### src/rtl/example_link_trainer.sv
// Purpose : HBWIF lane bring-up: holds the transceiver in reset, sends a training word, rotates the RX word boundary until lock, then passes user words.
// Latency : data_rx -> rx_data 1 cycle (registered aligned word); tx_data -> data_tx 1 cycle (registered).
// Backpressure: tx_ready (= linkUp) is low outside LINK; the RX side has no backpressure and rx_valid marks every LINK word.
// Optional : define EXAMPLE_LINK_TRAINER_STATS_EN to add retryCount[7:0] and lockCycles[15:0].
module example_link_trainer #(
  parameter int unsigned RESET_CYCLES   = 16,
  parameter int unsigned MATCH_COUNT    = 8,
  parameter int unsigned TIMEOUT_CYCLES = 1024,
  parameter logic [9:0]  TRAIN_PATTERN  = 10'h0FA
) (
  input  logic        slowClk,
  input  logic        reset_n,
  input  logic        retrain,
  output logic        txrxReset,
  output logic [9:0]  data_tx,
  input  logic [9:0]  data_rx,
  input  logic [9:0]  tx_data,
  input  logic        tx_valid,
  output logic        tx_ready,
  output logic [9:0]  rx_data,
  output logic        rx_valid,
  output logic        linkUp,
`ifdef EXAMPLE_LINK_TRAINER_STATS_EN
  output logic [7:0]  retryCount,
  output logic [15:0] lockCycles,
`endif
  output logic [3:0]  slip
);

  localparam int unsigned RW = $clog2(RESET_CYCLES + 1);
  localparam int unsigned MW = $clog2(MATCH_COUNT + 1);
  localparam int unsigned TW = $clog2(TIMEOUT_CYCLES + 1);

  typedef enum logic [1:0] {
    ST_RESET = 2'd0,
    ST_TRAIN = 2'd1,
    ST_LINK  = 2'd2
  } state_t;

  state_t        state_q, state_d;
  logic [RW-1:0] rst_cnt_q, rst_cnt_d;
  logic [MW-1:0] match_q, match_d;
  logic [MW-1:0] match_inc;
  logic [TW-1:0] timer_q, timer_d;
  logic [1:0]    hold_q, hold_d;
  logic [3:0]    slip_q, slip_d;
  logic [9:0]    prev_q;
  logic [9:0]    aligned_q, aligned_d;
  logic [9:0]    data_tx_q, data_tx_d;
  logic          txrx_q, txrx_d;
  logic          link_q, link_d;
  logic          timeout_hit;
  logic          lock_hit;
  logic [19:0]   rx_cat;

  // Two consecutive raw words; the aligned word is a 10-bit window starting at bit slip.
  assign rx_cat    = {prev_q, data_rx};
  assign aligned_d = 10'(rx_cat >> slip_q);

  // Next-state, counters and registered outputs, all derived from the next state.
  always_comb begin
    state_d     = state_q;
    rst_cnt_d   = rst_cnt_q;
    match_d     = match_q;
    timer_d     = timer_q;
    hold_d      = hold_q;
    slip_d      = slip_q;
    match_inc   = match_q + MW'(1);
    timeout_hit = 1'b0;
    lock_hit    = 1'b0;

    case (state_q)
      ST_RESET: begin
        if (rst_cnt_q == RW'(RESET_CYCLES - 1)) begin
          state_d = ST_TRAIN;
        end else begin
          rst_cnt_d = rst_cnt_q + RW'(1);
        end
      end
      ST_TRAIN: begin
        // Saturating so a stuck timer can never wrap back into range.
        if (timer_q != {TW{1'b1}}) begin
          timer_d = timer_q + TW'(1);
        end
        if (hold_q != 2'd0) begin
          // The aligned register still holds a word taken at the old offset.
          hold_d = hold_q - 2'd1;
        end else if (aligned_q == TRAIN_PATTERN) begin
          match_d  = match_inc;
          lock_hit = (match_inc == MW'(MATCH_COUNT));
        end else begin
          match_d = '0;
          slip_d  = (slip_q == 4'd9) ? 4'd0 : slip_q + 4'd1;
          hold_d  = 2'd2;
        end
        timeout_hit = (timer_q == TW'(TIMEOUT_CYCLES - 1));
        if (timeout_hit) begin
          state_d = ST_RESET;
        end else if (lock_hit) begin
          state_d = ST_LINK;
        end
      end
      ST_LINK: begin
        // Alignment frozen; only retrain leaves this state.
      end
      default: state_d = ST_RESET;
    endcase

    // Retrain overrides any lock or timeout decided above.
    if (retrain) begin
      state_d = ST_RESET;
    end

    // Entering RESET (or restarting it) starts a fresh attempt.
    if (retrain || (state_q != ST_RESET && state_d == ST_RESET)) begin
      rst_cnt_d = '0;
      match_d   = '0;
      timer_d   = '0;
      hold_d    = 2'd0;
      slip_d    = 4'd0;
    end

    txrx_d = (state_d == ST_RESET);
    link_d = (state_d == ST_LINK);
    case (state_d)
      ST_TRAIN: data_tx_d = TRAIN_PATTERN;
      ST_LINK:  data_tx_d = tx_valid ? tx_data : TRAIN_PATTERN;
      default:  data_tx_d = 10'd0;
    endcase
  end

  // State, counters and output registers.
  always_ff @(posedge slowClk or negedge reset_n) begin
    if (!reset_n) begin
      state_q   <= ST_RESET;
      rst_cnt_q <= '0;
      match_q   <= '0;
      timer_q   <= '0;
      hold_q    <= 2'd0;
      slip_q    <= 4'd0;
      prev_q    <= 10'd0;
      aligned_q <= 10'd0;
      data_tx_q <= 10'd0;
      txrx_q    <= 1'b1;
      link_q    <= 1'b0;
    end else begin
      state_q   <= state_d;
      rst_cnt_q <= rst_cnt_d;
      match_q   <= match_d;
      timer_q   <= timer_d;
      hold_q    <= hold_d;
      slip_q    <= slip_d;
      prev_q    <= data_rx;
      aligned_q <= aligned_d;
      data_tx_q <= data_tx_d;
      txrx_q    <= txrx_d;
      link_q    <= link_d;
    end
  end

  assign txrxReset = txrx_q;
  assign data_tx   = data_tx_q;
  assign rx_data   = aligned_q;
  assign rx_valid  = link_q;
  assign linkUp    = link_q;
  assign tx_ready  = link_q;
  assign slip      = slip_q;

`ifdef EXAMPLE_LINK_TRAINER_STATS_EN
  logic [7:0]  retry_q, retry_d;
  logic [15:0] lock_cycles_q, lock_cycles_d;

  // Count timeouts that actually restart the lane; latch the timer on lock.
  always_comb begin
    retry_d       = retry_q;
    lock_cycles_d = lock_cycles_q;
    if (timeout_hit && !retrain && retry_q != 8'hFF) begin
      retry_d = retry_q + 8'd1;
    end
    if (state_q != ST_LINK && state_d == ST_LINK) begin
      lock_cycles_d = 16'(timer_q);
    end
  end

  // Statistics registers, cleared only by reset_n.
  always_ff @(posedge slowClk or negedge reset_n) begin
    if (!reset_n) begin
      retry_q       <= 8'd0;
      lock_cycles_q <= 16'd0;
    end else begin
      retry_q       <= retry_d;
      lock_cycles_q <= lock_cycles_d;
    end
  end

  assign retryCount = retry_q;
  assign lockCycles = lock_cycles_q;
`endif

endmodule

### config.mk
export PLATFORM = sky130hd
export DESIGN_NAME = example_link_trainer
export DESIGN_NICKNAME = d
export VERILOG_FILES = /design/src/rtl/example_link_trainer.sv
export SDC_FILE = /design/constraint.sdc
export NUM_CORES = 1
export LEC_CHECK = 0
export ABC_AREA = 1
export CORE_UTILIZATION = 56
export CTS_BUF_LIST = sky130_fd_sc_hd__clkbuf_4
export DETAILED_ROUTE_END_ITERATION = 8
export PLACE_DENSITY = 0.89
export SETUP_SLACK_MARGIN = 0.02
export SLEW_MARGIN = 20
export SYNTH_ARGS = -nofsm -noshare
export SYNTH_HDL_FRONTEND = slang
export SYNTH_SLANG_ARGS = --single-unit
### constraint.sdc
create_clock -name slowClk -period 2.3 [get_ports slowClk]
set_input_delay 0.345 -clock slowClk [delete_from_list [all_inputs] [get_ports slowClk]]
set_output_delay 0.345 -clock slowClk [all_outputs]
set_load 0.05 [all_outputs]
Word level (Yosys, flattened, before mapping)
Cells that the tools add are included.
{"block": "totals", "ff_bits": 60, "input_bits": 24, "output_inout_bits": 28}
{"block": "op_classes", "n_addsub": 5, "eq_ne": 14, "shifts": 1, "muxes": 29, "reduce_logical": 14}
{"operator": "$mux 4", "n": 9}
{"operator": "$mux 11", "n": 3}
{"operator": "$pmux 10 s2", "n": 1}
{"operator": "$shr 20x4->10", "n": 1}
{"operator": "$mux 2", "n": 8}
{"operator": "$mux 5", "n": 3}
{"operator": "$add 11x1->11 const B", "n": 1}
{"operator": "$eq 11x10->1 const B", "n": 1}
{"operator": "$ne 11x11->1 const B", "n": 1}
{"operator": "$eq 10x8->1 const B", "n": 1}
{"operator": "$mux 10", "n": 1}
{"operator": "$reduce_bool 2->1", "n": 5}
{"operator": "$add 4x1->4 const B", "n": 2}
{"operator": "$eq 4x4->1 const B", "n": 2}
{"operator": "$reduce_and 2->1", "n": 4}
{"operator": "$ne 2x1->1 const B", "n": 3}
{"operator": "$pmux 2 s3", "n": 1}
{"operator": "$add 5x1->5 const B", "n": 1}
{"operator": "$eq 5x4->1 const B", "n": 1}
{"operator": "$eq 2x1->1 const B", "n": 2}
{"operator": "$eq 2x2->1 const B", "n": 2}
{"operator": "$logic_not 2->1", "n": 2}
{"operator": "$mux 1", "n": 3}
{"operator": "$ne 3x2->1 const B", "n": 1}
{"operator": "other kinds (4)", "n": 4}

Depth between registers and ports, before layout
{"block": "depth", "depth_word": 14, "ltp_mapped": 17, "mapped_depth_nobuf": 17}

Worst setup path after synthesis
Ideal clock, no wire load.
{"block": "synth_timing", "kind": "flip-flop to flip-flop", "startpoint": "reg aligned_q[7] (netlist: rx_data[7])", "endpoint": "reg timer_q[2]", "setup_ns": 0.073, "arrival_ns": 2.121, "required_ns": 2.227, "path_slack_ns": 0.106, "stages_incl_launch_ff": 15, "path_buffers": 1, "cell_sequence": "dfrtp_1 > nand2_1 > nor2_1 > nand3_2 > nor2_1 > nand3_1 > nand2_1 > nand2_1 > ha_1 > nand2_2 > nand2_4 > inv_6 > buf_6 > o21ai_1 > a21oi_2"}
{"block": "synth_between", "elab_chain_len": 13, "word_cells_on_any_way": 15}
{"item": "start: declaration", "line_no": "48", "source": "logic [9:0] aligned_q, aligned_d;"}
{"item": "start signal: assignment", "line_no": "154", "source": "aligned_q <= aligned_d;"}
{"item": "$eq 10x8->1 (*)", "line_no": "88", "source": "end else if (aligned_q == TRAIN_PATTERN) begin"}
{"item": "$mux 1 (*)", "line_no": "88"}
{"item": "$mux 1 (*)", "line_no": "85", "source": "if (hold_q != 2'd0) begin"}
{"item": "$mux 1 (*)", "line_no": "72", "source": "case (state_q)"}
{"item": "$mux 2 (*)", "line_no": "99", "source": "end else if (lock_hit) begin"}
{"item": "$mux 2 (*)", "line_no": "97", "source": "if (timeout_hit) begin"}
{"item": "$pmux 2 s3 (*)", "line_no": "72"}
{"item": "$mux 2 (*)", "line_no": "110", "source": "if (retrain) begin"}
{"item": "$logic_not 2->1 (*)"}
{"item": "named net txrx_d", "line_no": "50", "source": "logic txrx_q, txrx_d;"}
{"item": "$logic_and 1x1->1 (*)", "line_no": "115", "source": "if (retrain || (state_q != ST_RESET && state_d == ST_RESET)) begin"}
{"item": "$logic_or 1x1->1 (*)", "line_no": "115"}
{"item": "$reduce_bool 2->1 (no line)"}
{"item": "$reduce_and 2->1 (no line)"}
{"item": "end signal: assignment", "line_no": "150", "source": "timer_q <= timer_d;"}
{"item": "end: declaration", "line_no": "44", "source": "logic [TW-1:0] timer_q, timer_d;"}
The timed path passes the listed nets; every way through them passes the cells marked *. The select of a mux whose other input is x is not followed.
A chain may end at the register's enable or synchronous reset.

Worst setup path in the final report
{"block": "layout_timing", "startpoint": "reg timer_q[0]", "endpoint": "reg match_q[0]"}
{"block": "layout_between", "elab_chain_len": 9, "word_cells_on_any_way": 11}
{"item": "$eq 11x10->1 (*)", "line_no": "96", "source": "timeout_hit = (timer_q == TW'(TIMEOUT_CYCLES - 1));"}
{"item": "$mux 2 (*)", "line_no": "97"}
{"item": "$pmux 2 s3 (*)", "line_no": "72"}
{"item": "$mux 2 (*)", "line_no": "110"}
{"item": "$logic_not 2->1 (*)"}
{"item": "named net txrx_d", "line_no": "50"}
{"item": "$logic_and 1x1->1 (*)", "line_no": "115"}
{"item": "$logic_or 1x1->1 (*)", "line_no": "115"}
{"item": "$ne 2x1->1 (no line) or $reduce_bool 2->1 (tied branches)"}
{"item": "$reduce_and 2->1 (no line)"}
{"item": "end signal: assignment", "line_no": "149", "source": "match_q <= match_d;"}
{"item": "end: declaration", "line_no": "42", "source": "logic [MW-1:0] match_q, match_d;"}
The timed path passes the listed nets; every way through them passes the cells marked *.

==> impl_metrics.toml <==
[logic_synthesis]
ys.flop_type = "dfrtp_1"
ys_types = 38
synth_top_area_share_pct = 41.5
synth_cells = 468
syn_area_sq_um = 3550
synth_nets = 504
avgSynthCellArea_sq_um = 7.60
synth-edff-count = 0
synthArstFlopShare_pct = 100
yosys.area.top_type = "dfrtp_1"
synth_area_leaders = "dfrtp_1 (42%), nand2_1 (16%), nand3_1 (6.3%), ha_1 (4.2%), inv_1 (4.0%)"
ys.warnings.count = 0
synth_seq_cells = 60
ys_seq_area_share_pct = 42.3

[routing]
first_pass_iters = 5
vias = 3510
viasPerCell = 5.73
wirelength_um = 9420
wl_per_cell_um = 15.4
final_antenna_net_count = 0
drc = 0
drt-initial-drc-count = 258

[cells_and_area]
drive_above_1_share_pct = 13.9
layout.nets = 569
area_delta_synth_final_pct = 23.8
final_core_util_pct = 73.0
final_cell_mix = "nand2_1 (151), dfrtp_1 (59), clkdlybuf4s50_1 (48)"
n_antenna_cell = 0
stdcell_count = 613
final_common_cell = "nand2_1"

[floorplan]
die_area_sq_um = 6670
core_sq_um = 6030
placement_rows = 28
initial_utilization_pct = 59.0
die_h_um = 81.7
pin_count = 52
dieWidth_um = 81.7

[place]
place.gp.congestion = 0.914
dp_cells = 589
post-dp-hpwl_um = 6210
io_buffers = 51

[timing]
hold_viol = 0
period_share_pct = 99.0
max_clock_freq_ghz = 0.439
min_period_ps = 2280
finalSetupViolations = 0
worst_clock_skew_ps = 13.3
rsz0062_at_grt = "true"
slew_viol_final = 0
tns_ps = 0
relSlewSlack_pct = 65.2
holdWs_ps = 383
worst_pin_slew_ps = 520

[clock_tree]
clockBufferDepth = 2
cts_buffers = 9
cts_htree_levels = 3
root_buffer = "clkbuf_4"
cts.sinks = 60
clkTransAtPathRegs_ps = 120
clock_latency_ps = 430
cts_tree = "yes"

[grt]
grt_pass1_vias = 3145
grt-ovfl-total = 0
grt_first_pass_wirelength_um = 14200
antenna_found_initial = 0
grt_start_max_net_pins = 61
track_usage_pct = 28.5

[setup_path]
startpoint = "timer_q[0]"
crit_path_end_kind = "register"
rrSetupSlack_ps = 20
crit_type = "reg2reg"
critPathLaunchType = "register"
path_max_fanout = 5
required_ps = 2660
critPathArrivalTime_ps = 2640
reg2reg_to = "match_q[0]"
rr_worst_depth = 15
crit-reg2reg-launch = "timer_q[0]"

[power]
power_mw = 2.39
pwr-share-clk_pct = 33.3
pwr-share-seq_pct = 47.0
power_density_nw_per_um2 = 542
switching_share_pct = 33.1
leakage_nw = 2.07
peakVddDrop_mv = 0.409
power_frac_comb_pct = 19.7
internal_power_mw = 1.60
power_switching_mw = 0.789

[worst_hold_path]
hold_class = "in2reg"
min_path_cells = 1
hold_start = "data_rx[0]"
holdPathEnd = "prev_q[0]"

[run_status]
status = "finished, final reports clean"

[job]
cap_viol_max_count = 0
how the worst max path moves through the flow:
stage | endpoint | slack (ps) | cells past startpoint
2_1_floorplan | timer_q[2] | 110 | 14
3_3_place_gp | timer_q[7] | 140 | 17
3_5_place_dp | timer_q[7] | 20 | 15
4_1_cts | timer_q[7] | 30 | 15
5_1_grt | match_q[3] | -80 | 15
6_report | match_q[0] | 20 | 15
Yosys cell counts (3+ instances only):
cell,instances
inv_2,5
nor2_4,4
o21ai_0,8
nor3_1,3
buf_4,3
nand3_1,45
o21ai_1,23
dfrtp_1,59
and2_1,5
buf_2,7
or2_1,3
nor2_1,29
nand2_4,3
nand4_1,17
xnor2_1,3
nand2_1,153
inv_1,38
ha_1,12
a21oi_1,13
buf_6,4
nand2_2,4
o211ai_1,7
through the flow:
stage                     cell area, sq um  setup WS [ps]
after global placement                4130            137
final                                 4400           22.0
after floorplan                       3550            106
after CTS                             4300           33.8
after detailed placement              4130           20.6
after global routing                  4400          -84.7
timing repair:
item	in CTS	in global routing
hold buffers	1	0
hold endpoints to repair	59	0
gates resized for setup	1	14
setup buffers	2	4
setup endpoints to repair	8	30
pin swaps	0	3
gates cloned	0	1
logic make-up (layout without fill, tap and decap cells):
group                    after synthesis  count (layout)  synth area share [%]
buffers and inverters                 62             131                  8.38
XOR/XNOR                               5               5                  1.23
AND/OR/NAND/NOR                      273             274                  34.8
adder cells (fa/ha/maj)               12              12                  4.22
AO/OA/AOI/OAI                         56              56                  9.08
flip-flops                            60              60                  42.3
area by class of cell:
class | instances | area [sq um]
multi-input combinational | 347 | 1830
clock buffer | 9 | 67.6
timing repair buffer | 67 | 636
sequential | 60 | 1500
inverter | 48 | 198
fill | 436 | 1630
tap | 75 | 93.8
clock inverter | 7 | 73.8
critical path: stages, from the launching register on:
cell     delay [ps]
dfrtp_1         440
ha_4            200
nand2_2         110
nor2_4           40
nand3_1          90
nand2_1          60
inv_1            80
nand3_1         100
nand2_1          80
nand2_1         120
ha_4            220
nand2_4         100
nand2_8          80
nor2_1          190
nand2_1         130
o21ai_1         150
power by group through the flow:
stage	logic [mW]	clock network [mW]	registers, mW
after floorplan	0.203	0	1.23
after global placement	0.439	0	1.14
after detailed placement	0.448	0	1.14
after CTS	0.452	0.793	1.12
after global routing	0.512	0.839	1.13
final	0.469	0.795	1.12
sequential cells by signal, indices dropped and copies added (netlist names):
signal / count
linkUp: 1
slip: 4
rx_data: 10
timer_q: 11
hold_q: 2
txrxReset: 1
prev_q: 10
state_q: 2
data_tx: 10
rst_cnt_q: 5
match_q: 4
routing by layer:
| layer | vias up | wire [um] | GRT usage, % |
|---|---|---|---|
| met1 | 1677 | 3800 | 36.0 |
| met2 | 148 | 4850 | 47.8 |
| li1 | 1660 | - | - |
| met5 | - | 0 | 0 |
| met4 | 0 | 281 | 14.4 |
| met3 | 25 | 485 | 4.11 |
(Power assumes the default switching activity.)
